File: src/rtl/freq_gear_pkg.sv
// Shared definitions for the frequency-gear controller: default gear table,
// the 50 MHz / 40 us sample divider, default widths and the gear-to-step lookup.
package freq_gear_pkg;

    localparam int DIV_50M_40US = 2000;

    localparam int N_GEARS_DEF = 4;
    localparam int GEAR_W_DEF  = $clog2(N_GEARS_DEF);
    localparam int STEP_W_DEF  = 8;
    localparam int PHASE_W_DEF = 8;

    // Entry g is the phase step of gear g; gear 0 sits in the LSBs.
    localparam logic [N_GEARS_DEF*STEP_W_DEF-1:0] STEP_TABLE_DEF =
        {8'd20, 8'd10, 8'd2, 8'd1};

    typedef logic [GEAR_W_DEF-1:0]  gear_t;
    typedef logic [STEP_W_DEF-1:0]  step_t;
    typedef logic [PHASE_W_DEF-1:0] phase_t;

    // The lookup works on a zero-extended table so any parameter set fits.
    localparam int TABLE_MAX_W = 256;
    localparam int STEP_MAX_W  = 32;

    // Returns the step_w-bit entry of the packed table selected by gear.
    function automatic logic [STEP_MAX_W-1:0] step_lookup(
        input logic [TABLE_MAX_W-1:0] tbl,
        input int unsigned            gear,
        input int unsigned            step_w
    );
        logic [TABLE_MAX_W-1:0] shifted;
        logic [STEP_MAX_W-1:0]  mask;
        shifted = tbl >> (gear * step_w);
        if (step_w >= 32'd32) begin
            mask = '1;
        end else begin
            mask = (32'd1 << step_w) - 32'd1;
        end
        return STEP_MAX_W'(shifted) & mask;
    endfunction

endpackage

File: src/rtl/freq_gear_ctrl_checker.sv
// Protocol checks for freq_gear_ctrl outputs.
module freq_gear_ctrl_checker #(
    parameter int N_GEARS = 4,
    parameter int GEAR_W  = 2,
    parameter int DIV     = 2000
) (
    input logic              clk,
    input logic              rst_n,
    input logic              en,
    input logic              sample_tick,
    input logic              wrap,
    input logic [GEAR_W-1:0] gear
);

    a_wrap_on_tick: assert property (@(posedge clk) disable iff (!rst_n)
        wrap |-> sample_tick);

    a_no_tick_when_idle: assert property (@(posedge clk) disable iff (!rst_n)
        !en |=> !sample_tick);

    a_gear_range: assert property (@(posedge clk) disable iff (!rst_n)
        32'(gear) < 32'(N_GEARS));

    if (DIV > 1) begin : g_tick_single
        a_tick_single: assert property (@(posedge clk) disable iff (!rst_n)
            sample_tick |=> !sample_tick);
    end

endmodule

File: src/rtl/freq_gear_ctrl_prescaler.sv
// Sample-tick prescaler: counts 0..DIV-1 while enabled and flags the last
// count. The flag is combinational from the counter so the top level can
// register the tick, the phase and the wrap on the same clock edge.
module fgc_tick_prescaler #(
    parameter int DIV = 2000
) (
    input  logic clk,
    input  logic rst_n,
    input  logic en,
    output logic tick
);

    localparam int CNT_W = (DIV > 1) ? $clog2(DIV) : 1;
    localparam logic [CNT_W-1:0] CNT_LAST = CNT_W'(DIV - 1);

    logic [CNT_W-1:0] cnt_q;
    logic [CNT_W-1:0] cnt_d;

    // Next count: clear when disabled, roll over after the last count.
    always_comb begin
        tick  = 1'b0;
        cnt_d = cnt_q;
        if (!en) begin
            cnt_d = '0;
        end else if (cnt_q == CNT_LAST) begin
            tick  = 1'b1;
            cnt_d = '0;
        end else begin
            cnt_d = cnt_q + CNT_W'(1);
        end
    end

    // Counter register.
    always_ff @(posedge clk or negedge rst_n) begin
        if (!rst_n) begin
            cnt_q <= '0;
        end else begin
            cnt_q <= cnt_d;
        end
    end

endmodule

File: src/rtl/freq_gear_ctrl.sv
// Frequency-gear controller and phase generator.
// Holds the selected gear, maps it to a phase step, and advances the wavetable
// phase once per sample tick. Optional macro FGC_WRAP_SYNC_EN: a new step is
// committed only on a tick that wraps the phase, so output periods stay whole.
module freq_gear_ctrl
    import freq_gear_pkg::*;
#(
    parameter int N_GEARS = N_GEARS_DEF,
    parameter int GEAR_W  = $clog2(N_GEARS),
    parameter int STEP_W  = STEP_W_DEF,
    parameter int PHASE_W = PHASE_W_DEF,
    parameter int DIV     = DIV_50M_40US,
    parameter logic [N_GEARS*STEP_W-1:0] STEP_TABLE = STEP_TABLE_DEF
) (
    input  logic               clk,
    input  logic               rst_n,
    input  logic               en,
    input  logic               gear_up,
    input  logic               gear_dn,
    input  logic               gear_load,
    input  logic [GEAR_W-1:0]  gear_in,
    output logic [GEAR_W-1:0]  gear,
    output logic [STEP_W-1:0]  f_step,
    output logic               sample_tick,
    output logic [PHASE_W-1:0] phase,
    output logic               wrap
);

    localparam logic [GEAR_W-1:0] GEAR_MAX   = GEAR_W'(N_GEARS - 1);
    localparam logic [GEAR_W:0]   GEAR_LIMIT = (GEAR_W + 1)'(N_GEARS);
    localparam logic [STEP_W-1:0] RST_STEP   = STEP_TABLE[STEP_W-1:0];

    logic               tick_s;
    logic               commit_s;
    logic [STEP_W-1:0]  pending_step_s;
    logic [PHASE_W:0]   phase_sum_s;

    logic [GEAR_W-1:0]  gear_q, gear_d;
    logic [STEP_W-1:0]  f_step_q, f_step_d;
    logic [PHASE_W-1:0] phase_q, phase_d;
    logic               wrap_q, wrap_d;
    logic               sample_tick_q, sample_tick_d;

    fgc_tick_prescaler #(
        .DIV (DIV)
    ) u_prescaler (
        .clk   (clk),
        .rst_n (rst_n),
        .en    (en),
        .tick  (tick_s)
    );

    // Gear selection: load (clamped) beats up/down; up+down together holds.
    always_comb begin
        gear_d = gear_q;
        if (gear_load) begin
            if ({1'b0, gear_in} >= GEAR_LIMIT) begin
                gear_d = GEAR_MAX;
            end else begin
                gear_d = gear_in;
            end
        end else if (gear_up && !gear_dn) begin
            if (gear_q != GEAR_MAX) begin
                gear_d = gear_q + GEAR_W'(1);
            end else begin
                gear_d = gear_q;
            end
        end else if (gear_dn && !gear_up) begin
            if (gear_q != '0) begin
                gear_d = gear_q - GEAR_W'(1);
            end else begin
                gear_d = gear_q;
            end
        end else begin
            gear_d = gear_q;
        end
    end

    // Step the gear register currently asks for.
    always_comb begin
        pending_step_s = STEP_W'(step_lookup(TABLE_MAX_W'(STEP_TABLE),
                                             32'(gear_q), STEP_W));
    end

    // Phase advance with carry; the tick always uses the step already applied.
    always_comb begin
        phase_sum_s   = {1'b0, phase_q} + (PHASE_W + 1)'(f_step_q);
        sample_tick_d = tick_s;
        if (tick_s) begin
            phase_d = phase_sum_s[PHASE_W-1:0];
            wrap_d  = phase_sum_s[PHASE_W];
        end else begin
            phase_d = phase_q;
            wrap_d  = 1'b0;
        end
    end

    // Step commit: every tick, or only on a wrapping tick when whole periods are wanted.
    always_comb begin
`ifdef FGC_WRAP_SYNC_EN
        commit_s = tick_s && phase_sum_s[PHASE_W];
`else
        commit_s = tick_s;
`endif
        if (commit_s) begin
            f_step_d = pending_step_s;
        end else begin
            f_step_d = f_step_q;
        end
    end

    // State and output registers.
    always_ff @(posedge clk or negedge rst_n) begin
        if (!rst_n) begin
            gear_q        <= '0;
            f_step_q      <= RST_STEP;
            phase_q       <= '0;
            wrap_q        <= 1'b0;
            sample_tick_q <= 1'b0;
        end else begin
            gear_q        <= gear_d;
            f_step_q      <= f_step_d;
            phase_q       <= phase_d;
            wrap_q        <= wrap_d;
            sample_tick_q <= sample_tick_d;
        end
    end

    assign gear        = gear_q;
    assign f_step      = f_step_q;
    assign phase       = phase_q;
    assign wrap        = wrap_q;
    assign sample_tick = sample_tick_q;

    freq_gear_ctrl_checker #(
        .N_GEARS (N_GEARS),
        .GEAR_W  (GEAR_W),
        .DIV     (DIV)
    ) u_checker (
        .clk         (clk),
        .rst_n       (rst_n),
        .en          (en),
        .sample_tick (sample_tick_q),
        .wrap        (wrap_q),
        .gear        (gear_q)
    );

endmodule

File: config.mk
export PLATFORM = sky130hd
export DESIGN_NAME = freq_gear_ctrl
export DESIGN_NICKNAME = d
export VERILOG_FILES = /design/src/rtl/freq_gear_pkg.sv /design/src/rtl/freq_gear_ctrl_checker.sv /design/src/rtl/freq_gear_ctrl_prescaler.sv /design/src/rtl/freq_gear_ctrl.sv
export SDC_FILE = /design/constraint.sdc
export NUM_CORES = 1
export LEC_CHECK = 0
export BUFFER_PORTS_ARGS = -buffer_cell sky130_fd_sc_hd__buf_4
export CORE_ASPECT_RATIO = 1.1
export CORE_UTILIZATION = 25
export CTS_CLUSTER_DIAMETER = 150
export CTS_CLUSTER_SIZE = 16
export DETAILED_ROUTE_END_ITERATION = 10
export PLACE_DENSITY_LB_ADDON = 0.12
export SLEW_MARGIN = 20
export SYNTH_ARGS = -nofsm -noshare
export SYNTH_HDL_FRONTEND = slang
export SYNTH_HIERARCHICAL = 1
export SYNTH_SLANG_ARGS = --single-unit
File: constraint.sdc
create_clock -name clk -period 6.85 [get_ports clk]
set_clock_uncertainty 0.15 [all_clocks]
set_input_delay 0.3425 -clock clk [delete_from_list [all_inputs] [get_ports clk]]
set_output_delay 0.3425 -clock clk [all_outputs]
set_load 0.05 [all_outputs]
# Word-level counts from Yosys, hierarchy flattened
# Index checks and enable logic that the tools add are counted.
[totals]
elab_cells = 32
inputBits = 8
register_bits = 31
out_inout_bits = 20
[classes]
addsub = 4
n_reduce_logical = 8
n_mux = 10
n_eq_ne = 3
n_shift = 1
[ops]
columns = ["op", "count"]
rows = [
  ["29-bit by 5-bit right shift with 8-bit output, first input constant", 1],
  ["11-bit 2-to-1 mux", 2],
  ["11-bit by 1-bit adder with 11-bit output, second input constant", 1],
  ["11-bit == test, second input constant", 1],
  ["2-bit 2-to-1 mux", 5],
  ["8-bit by 8-bit adder with 9-bit output", 1],
  ["3-bit nonzero test", 2],
  ["1-bit 2-to-1 mux", 3],
  ["3-bit by 2-bit != test with 1-bit output, second input constant", 1],
  ["3-bit AND reduction", 1],
  ["2-bit by 1-bit adder with 2-bit output, second input constant", 1],
  ["1-bit logical AND", 2],
  ["1-bit logical NOT", 2],
  ["2-bit != test, second input constant", 1],
  ["2-bit nonzero test", 1],
  ["2-bit by 1-bit subtractor with 2-bit output, second input constant", 1],
]

# Depth between registers and ports, before layout
# Gate-level depths: netlist of run 1.
[depth]
ltp_word = 5
ltp_mapped = 7
depth_no_buf = 7

# By module
# The synthesis of run 1 kept the hierarchy.
[by_module_without_submodules]
columns = ["module", "cells_each", "seq_area_each_um2", "area_each_um2", "n_inst"]
rows = [
  ["freq_gear_ctrl", 84, 401.6, 914.6, 1],
  ["fgc_tick_prescaler", 59, 275.3, 591.8, 1],
]

# Worst setup path after synthesis of run 1
# OpenSTA, ideal clock, no wires.
[synth_timing]
path_type = "reg2reg"
from = "reg u_prescaler.cnt_q[5]"
to = "reg f_step_q[4], in the netlist f_step[4]"
t_arrival_ns = 1.961
required_ns = 6.575
setup_slack_ns = 4.614
path_stages_with_launch = 6
synth_period_minus_slack_ns = 2.236
cell_sequence = "dfrtp_1 -> or3b_1 -> nor4_1 -> clkbuf_1 -> buf_2 -> mux2_2"
[synth_between]
elab_chain_cells = 3
[synth_lines]
columns = ["item", "line", "source"]
rows = [
  ["from (decl)", "freq_gear_ctrl_prescaler.sv:16", "logic [CNT_W-1:0] cnt_q;"],
  ["from (signal assigned)", "freq_gear_ctrl_prescaler.sv:38", "cnt_q <= cnt_d;"],
  ["11-bit == test", "freq_gear_ctrl_prescaler.sv:25", "end else if (cnt_q == CNT_LAST) begin"],
  ["1-bit 2-to-1 mux", "freq_gear_ctrl_prescaler.sv:25", ""],
  ["1-bit 2-to-1 mux", "freq_gear_ctrl_prescaler.sv:23", "if (!en) begin"],
  ["net commit_s", "freq_gear_ctrl.sv:34", "logic commit_s;"],
  ["to (signal assigned)", "freq_gear_ctrl.sv:122", "f_step_q <= f_step_d;"],
  ["to (decl)", "freq_gear_ctrl.sv:39", "logic [STEP_W-1:0] f_step_q, f_step_d;"],
]
# The timed path passes the listed nets, and every way through them passes these cells.
# A chain may end at the register's enable or synchronous reset.

# Worst setup path in the final report of run 1
[layout_timing]
from = "reg u_prescaler.cnt_q[0]"
to = "reg phase_q[6], in the netlist phase[6]"
[layout_between]
elab_chain_cells = 3
[layout_lines]
columns = ["item", "line", "source"]
rows = [
  ["11-bit == test", "freq_gear_ctrl_prescaler.sv:25", ""],
  ["1-bit 2-to-1 mux", "freq_gear_ctrl_prescaler.sv:25", ""],
  ["1-bit 2-to-1 mux", "freq_gear_ctrl_prescaler.sv:23", ""],
  ["net commit_s", "freq_gear_ctrl.sv:34", ""],
  ["to (signal assigned)", "freq_gear_ctrl.sv:123", "phase_q <= phase_d;"],
  ["to (decl)", "freq_gear_ctrl.sv:40", "logic [PHASE_W-1:0] phase_q, phase_d;"],
]
# The timed path passes the listed nets, and every way through them passes these cells.

==> flow_summary.ini, run 1 <==
[floorplanning]
core_sq_mm = 0.005806
die_area_sq_mm = 0.006341
ios = 28
die_w_um = 76.02
fp-row-count = 29
die_h_um = 83.42
start_util_pct = 25.95

[place]
gp_congestion = 0.7384
place.port_buffers = 24
hpwlAfterDp_um = 2316

[setup_path]
critPathArrivalTime_ns = 2.16
critPathKind = reg -> reg
required_ns = 6.86
end_kind = flip-flop
path_buf_inv = 1
max_stage_delay_ns = 0.42
startpoint_type = flip-flop
cp_slowest_cell = dfrtp_1
critPathTopFamily = simple AND/OR/NAND/NOR gates
path_max_fanout = 17
crit_chain = ha_1 -> nand3_1 -> nor4_2 -> buf_4 -> o211a_1 -> o31ai_1 -> xnor2_1

[clock_tree]
cts_root_buf = clkbuf_8
cts_buffers = 3
cts_tree = yes
clk_path_buf_depth = 2
clock_latency_ns = 0.27
path_clk_slew_ns = 0.10
post_cts_buffers = 0
clock_sinks = 27
cts_max_level = 1

[finish]
final_nets = 188
area_growth_pct = 20.85
post-route-util_pct = 31.36
drive_above_1_share_pct = 24.85
multiInputGateArea_sq_um = 763.2
nFillCells = 638
final-seq-area_sq_um = 676.9
antenna_cells = 0

[job]
cap_viol_max_count = 0

[synth]
synth.distinct_cells = 41
ys_warn_count = 6
synthFlopType = dfrtp_1
yosysTopAreaCell = dfrtp_1
synth_top_area_share_pct = 43.19
netlist_area_sq_mm = 0.001506
synth_edf_count = 0
ys_async_sr_fraction_pct = 100.0
syn_inst = 143
seq_area_frac_synth_pct = 44.93
synth.most_common_cell = dfrtp_1
ys_top_cells_by_area = dfrtp_1 43%, ha_1 7.5%, mux2_2 4.5%, xnor2_1 3.5%, inv_1 2.7%
synth_area_per_cell_sq_um = 10.53
synth-seq-cells = 27
yosys-top-cells-count = 26 x dfrtp_1, 11 x inv_1, 9 x ha_1

[timing]
fin_crit_ns = 2.153
final.period_utilization_pct = 31.44
fmax_mhz = 464.4
final_max_slew_viol_count = 0
grt_setup_unrepaired = false
setup_viol = 0
hold_violations = 0
hold_slack_ns = 0.1359
tns_ns = 0

[power]
leakagePower_nw = 0.8555
p_comb_share_pct = 15.8
p_seq_share_pct = 54.6
vdd_drop_max_mv = 0.07202
p_per_area_mw_per_mm2 = 172.4
power.share.clock_pct = 29.5
switching_share_pct = 28.70
p_switching_mw = 0.09006
internal-power_mw = 0.2237

[worst_hold_path]
min_path_type = in -> reg

[routing]
vias_per_cell = 4.573
drc = 0
dr.pass1.iters = 4
postRouteAntennaNets = 0
vias = 1125
wire_per_inst_um = 12.91
routed_wl_um = 3177
drt_iter0_drc = 70

[global_route]
grt-ovfl-total = 0
grt_pass1_vias = 1151
grt_usage_pct = 11.04
grt_pass1_wl_um = 5637
grt_max_degree = 28
antenna_found_initial = 0

[status]
status = finished clean
tightest hold or removal path: stages:
cell and delay, ns:
buf_4 0.08, nand2_1 0.04, o21ai_0 0.06
cells in the final DEF (no fill, tap or decap), types with 4 or more instances in the layout:
master,n
buf_4,25
nand2_1,7
xnor2_1,6
nor2_1,7
dfrtp_1,26
a31oi_1,4
mux2_2,6
a21oi_1,7
ha_1,9
o21ai_0,7
inv_1,11
xor2_1,4
nand3_1,8
power by group through the flow:
stage          registers [mW]  logic, mW  clock network, mW
5_1_grt                 0.173     0.0557              0.106
6_report                0.171     0.0497             0.0926
2_1_floorplan           0.183     0.0243                  0
3_3_place_gp            0.175     0.0497                  0
3_5_place_dp            0.175     0.0500                  0
4_1_cts                 0.172     0.0508             0.0983
stage by stage:
| step | setup WS [ns] | power [mW] | cell area (sq um) | std cells |
|---|---|---|---|---|
| 4_1_cts | 4.661 | 0.3208 | 1821 | 246 |
| 2_1_floorplan | 4.614 | 0.2073 | 1514 | 145 |
| 3_5_place_dp | 4.696 | 0.2247 | 1765 | 241 |
| 5_1_grt | 4.486 | 0.3348 | 1821 | 246 |
| 3_3_place_gp | 4.697 | 0.2243 | 1765 | 241 |
| 6_report | 4.697 | 0.3138 | 1821 | 246 |
cell families (layout without fill, tap and decap cells):
logic type | count (synthesis) | count (layout) | synth area share (%)
other | 1 | 3 | 0.2489
XOR/XNOR | 10 | 10 | 5.814
multiplexers | 6 | 6 | 4.485
AO/OA/AOI/OAI | 30 | 30 | 13.79
AND/OR/NAND/NOR | 42 | 42 | 16.61
adder cells (fa/ha/maj) | 10 | 10 | 8.804
flip-flops | 27 | 27 | 44.93
buffers and inverters | 17 | 41 | 5.315
per-layer routing:
layer | share of wire (%) | track usage (%) | up-vias
met4 | 0.76 | 3.671 | 0
met2 | 50 | 19.50 | 24
li1 | - | - | 554
met1 | 45 | 13.46 | 545
met5 | 0 | 0 | -
met3 | 3.9 | 1.978 | 2
final timing paths:
kind	from	endpoint	slack [ns]	depth (start not counted)
worst max-delay path	u_prescaler/cnt_q[0]	phase[6]	4.70	7
worst min-delay path	gear_in[0]	gear[0]	0.14	3
worst max register to register	u_prescaler/cnt_q[0]	phase[6]	4.70	7
worst min register to register	u_prescaler/cnt_q[0]	u_prescaler/cnt_q[0]	0.36	1
max in group asynchronous	rst_n	f_step[0]	5.87	2
min in group asynchronous	rst_n	u_prescaler/cnt_q[7]	0.37	2
area by class of cell:
type / count / share of cell area [%]
tap: 77 / 5.292
clock buffer: 4 / 2.474
sequential: 27 / 37.18
timing repair buffer: 26 / 10.86
multi-input combinational: 101 / 41.92
inverter: 11 / 2.268
sequential cells by signal, indices dropped and copies added (netlist names):
signal / count
wrap: 1
gear: 2
u_prescaler/cnt_q: 11
sample_tick: 1
f_step: 4
phase: 8
what timing repair did:
item,in CTS,in global routing
setup endpoints to repair,0,0
hold buffers,1,0
endpoints found under the hold margin,26,0
resized for setup,0,0
Power figures use the tool's default switching activity.
==> run 2, diff against run 1 <==
==> constraint.sdc (replaced) <==
create_clock -name clk -period 2.1 [get_ports clk]
set_clock_uncertainty 0.15 [all_clocks]
set_input_delay 0.105 -clock clk [delete_from_list [all_inputs] [get_ports clk]]
set_output_delay 0.105 -clock clk [all_outputs]
set_load 0.05 [all_outputs]
==> flow_summary.ini, run 2 (synthesis results as in run 1) <==
[clock_tree]
cts_hold_buf = 6
clock_sinks = 27
clock_latency_ns = 0.27
cts_buffers = 3
clk_path_buf_depth = 2
post_cts_buffers = 0
cts_tree = yes
path_clk_slew_ns = 0.09
cts_max_level = 1
cts_root_buf = clkbuf_8
cts_resized = 0

[setup_path]
critPathKind = reg -> reg
end_kind = flip-flop
required_ns = 2.15
path_max_fanout = 17
critPathArrivalTime_ns = 2.01
startpoint_type = flip-flop

[place]
dp_cells = 248
place.port_buffers = 24
hpwlAfterDp_um = 2334
dpl_cell_area_sq_mm = 0.001858
gp_congestion = 0.7312
pre_cts_ws_ns = 0.1248

[routing]
routed_wl_um = 3310
drc = 0
dr.pass1.iters = 4
drt_iter0_drc = 36
vias_per_cell = 4.516
postRouteAntennaNets = 0
vias = 1165
wire_per_inst_um = 12.83

[finish]
post-route-util_pct = 33.81
antenna_cells = 0
fin_area_sq_mm = 0.001963
final_common_cell = buf_4
drive_above_1_share_pct = 32.04
area_growth_pct = 30.32
largest-register = u_prescaler/cnt_q
layout.cells.non_filler = 258
layout_common_cells = 31 x buf_4, 22 x dfrtp_1, 10 x inv_1
largest_register_ffs = 11
final_nets = 200

[job]
cap_viol_max_count = 0

[worst_hold_path]
min_path_type = in -> reg

[power]
leakagePower_nw = 0.9035
p_per_area_mw_per_mm2 = 529.2
vdd_drop_max_mv = 0.2183

[timing]
final_max_slew_viol_count = 0
setup_viol = 0
grt_setup_unrepaired = false
hold_violations = 0
fin_crit_ns = 1.964
finalWorstSetupSlack_ns = 0.1363
fmax_mhz = 509.2
tns_ns = 0
final.period_utilization_pct = 93.51

[floorplanning]
fp-row-count = 29
die_h_um = 83.42
ios = 28
die_w_um = 76.02
core_sq_mm = 0.005806
die_area_sq_mm = 0.006341
start_util_pct = 25.95

[global_route]
grt_max_degree = 28
grt_pass1_vias = 1169
antenna_found_initial = 0
grt_usage_pct = 10.99
grt_pass1_wl_um = 5520
grt-ovfl-total = 0

[status]
status = finished clean
==> run 2: cell type report <==
type	count	area, sq um
fill	618	3842
sequential	27	681.9
timing repair buffer	38	312.8
tap	77	96.34
multi-input combinational	101	785.8
clock buffer	4	45.04
inverter	11	41.29
==> run 2: worst max-delay path, stage by stage, from the launching register on <==
cell	delay [ns]
dfrtp_1	0.39
or3b_4	0.40
nor4_2	0.33
buf_12	0.19
nand3_1	0.08
a31oi_1	0.18
xor2_1	0.17
==> run 2: path summary, 6_finish.rpt <==
check	cells after the start	slack [ns]	from	to
max	6	0.14	u_prescaler/cnt_q[5]	phase[7]
min	3	0.009	en	u_prescaler/cnt_q[1]
max reg2reg	6	0.14	u_prescaler/cnt_q[5]	phase[7]
min reg2reg	1	0.38	phase[7]	phase[7]
max in group asynchronous	2	1.35	rst_n	f_step[0]
min in group asynchronous	2	0.14	rst_n	phase[4]
==> run 2: where the power goes <==
part | internal (mW) | total (mW) | switching, mW | leakage (nW)
Clock | 0.136 | 0.297 | 0.161 | 0.0228
Sequential | 0.537 | 0.556 | 0.0191 | 0.353
Combinational | 0.0715 | 0.185 | 0.114 | 0.527
==> run 2: per-layer routing <==
metal  global-route usage [%]  routed length [um]  vias up
met2                    19.42                1655       21
met5                        0                   0        -
met3                    1.978                 115        2
li1                         -                   -      578
met1                    13.32                1514      564
met4                    3.846                  25        0
==> run 2: per-stage QoR <==
step,hold slack (ns),power (mW)
finish,0.009247,1.039
global route,0.005573,1.099
CTS,0.006607,1.063
detailed placement,-0.09537,0.7424
global placement,-0.1033,0.7409
floorplan,-0.3406,0.6795
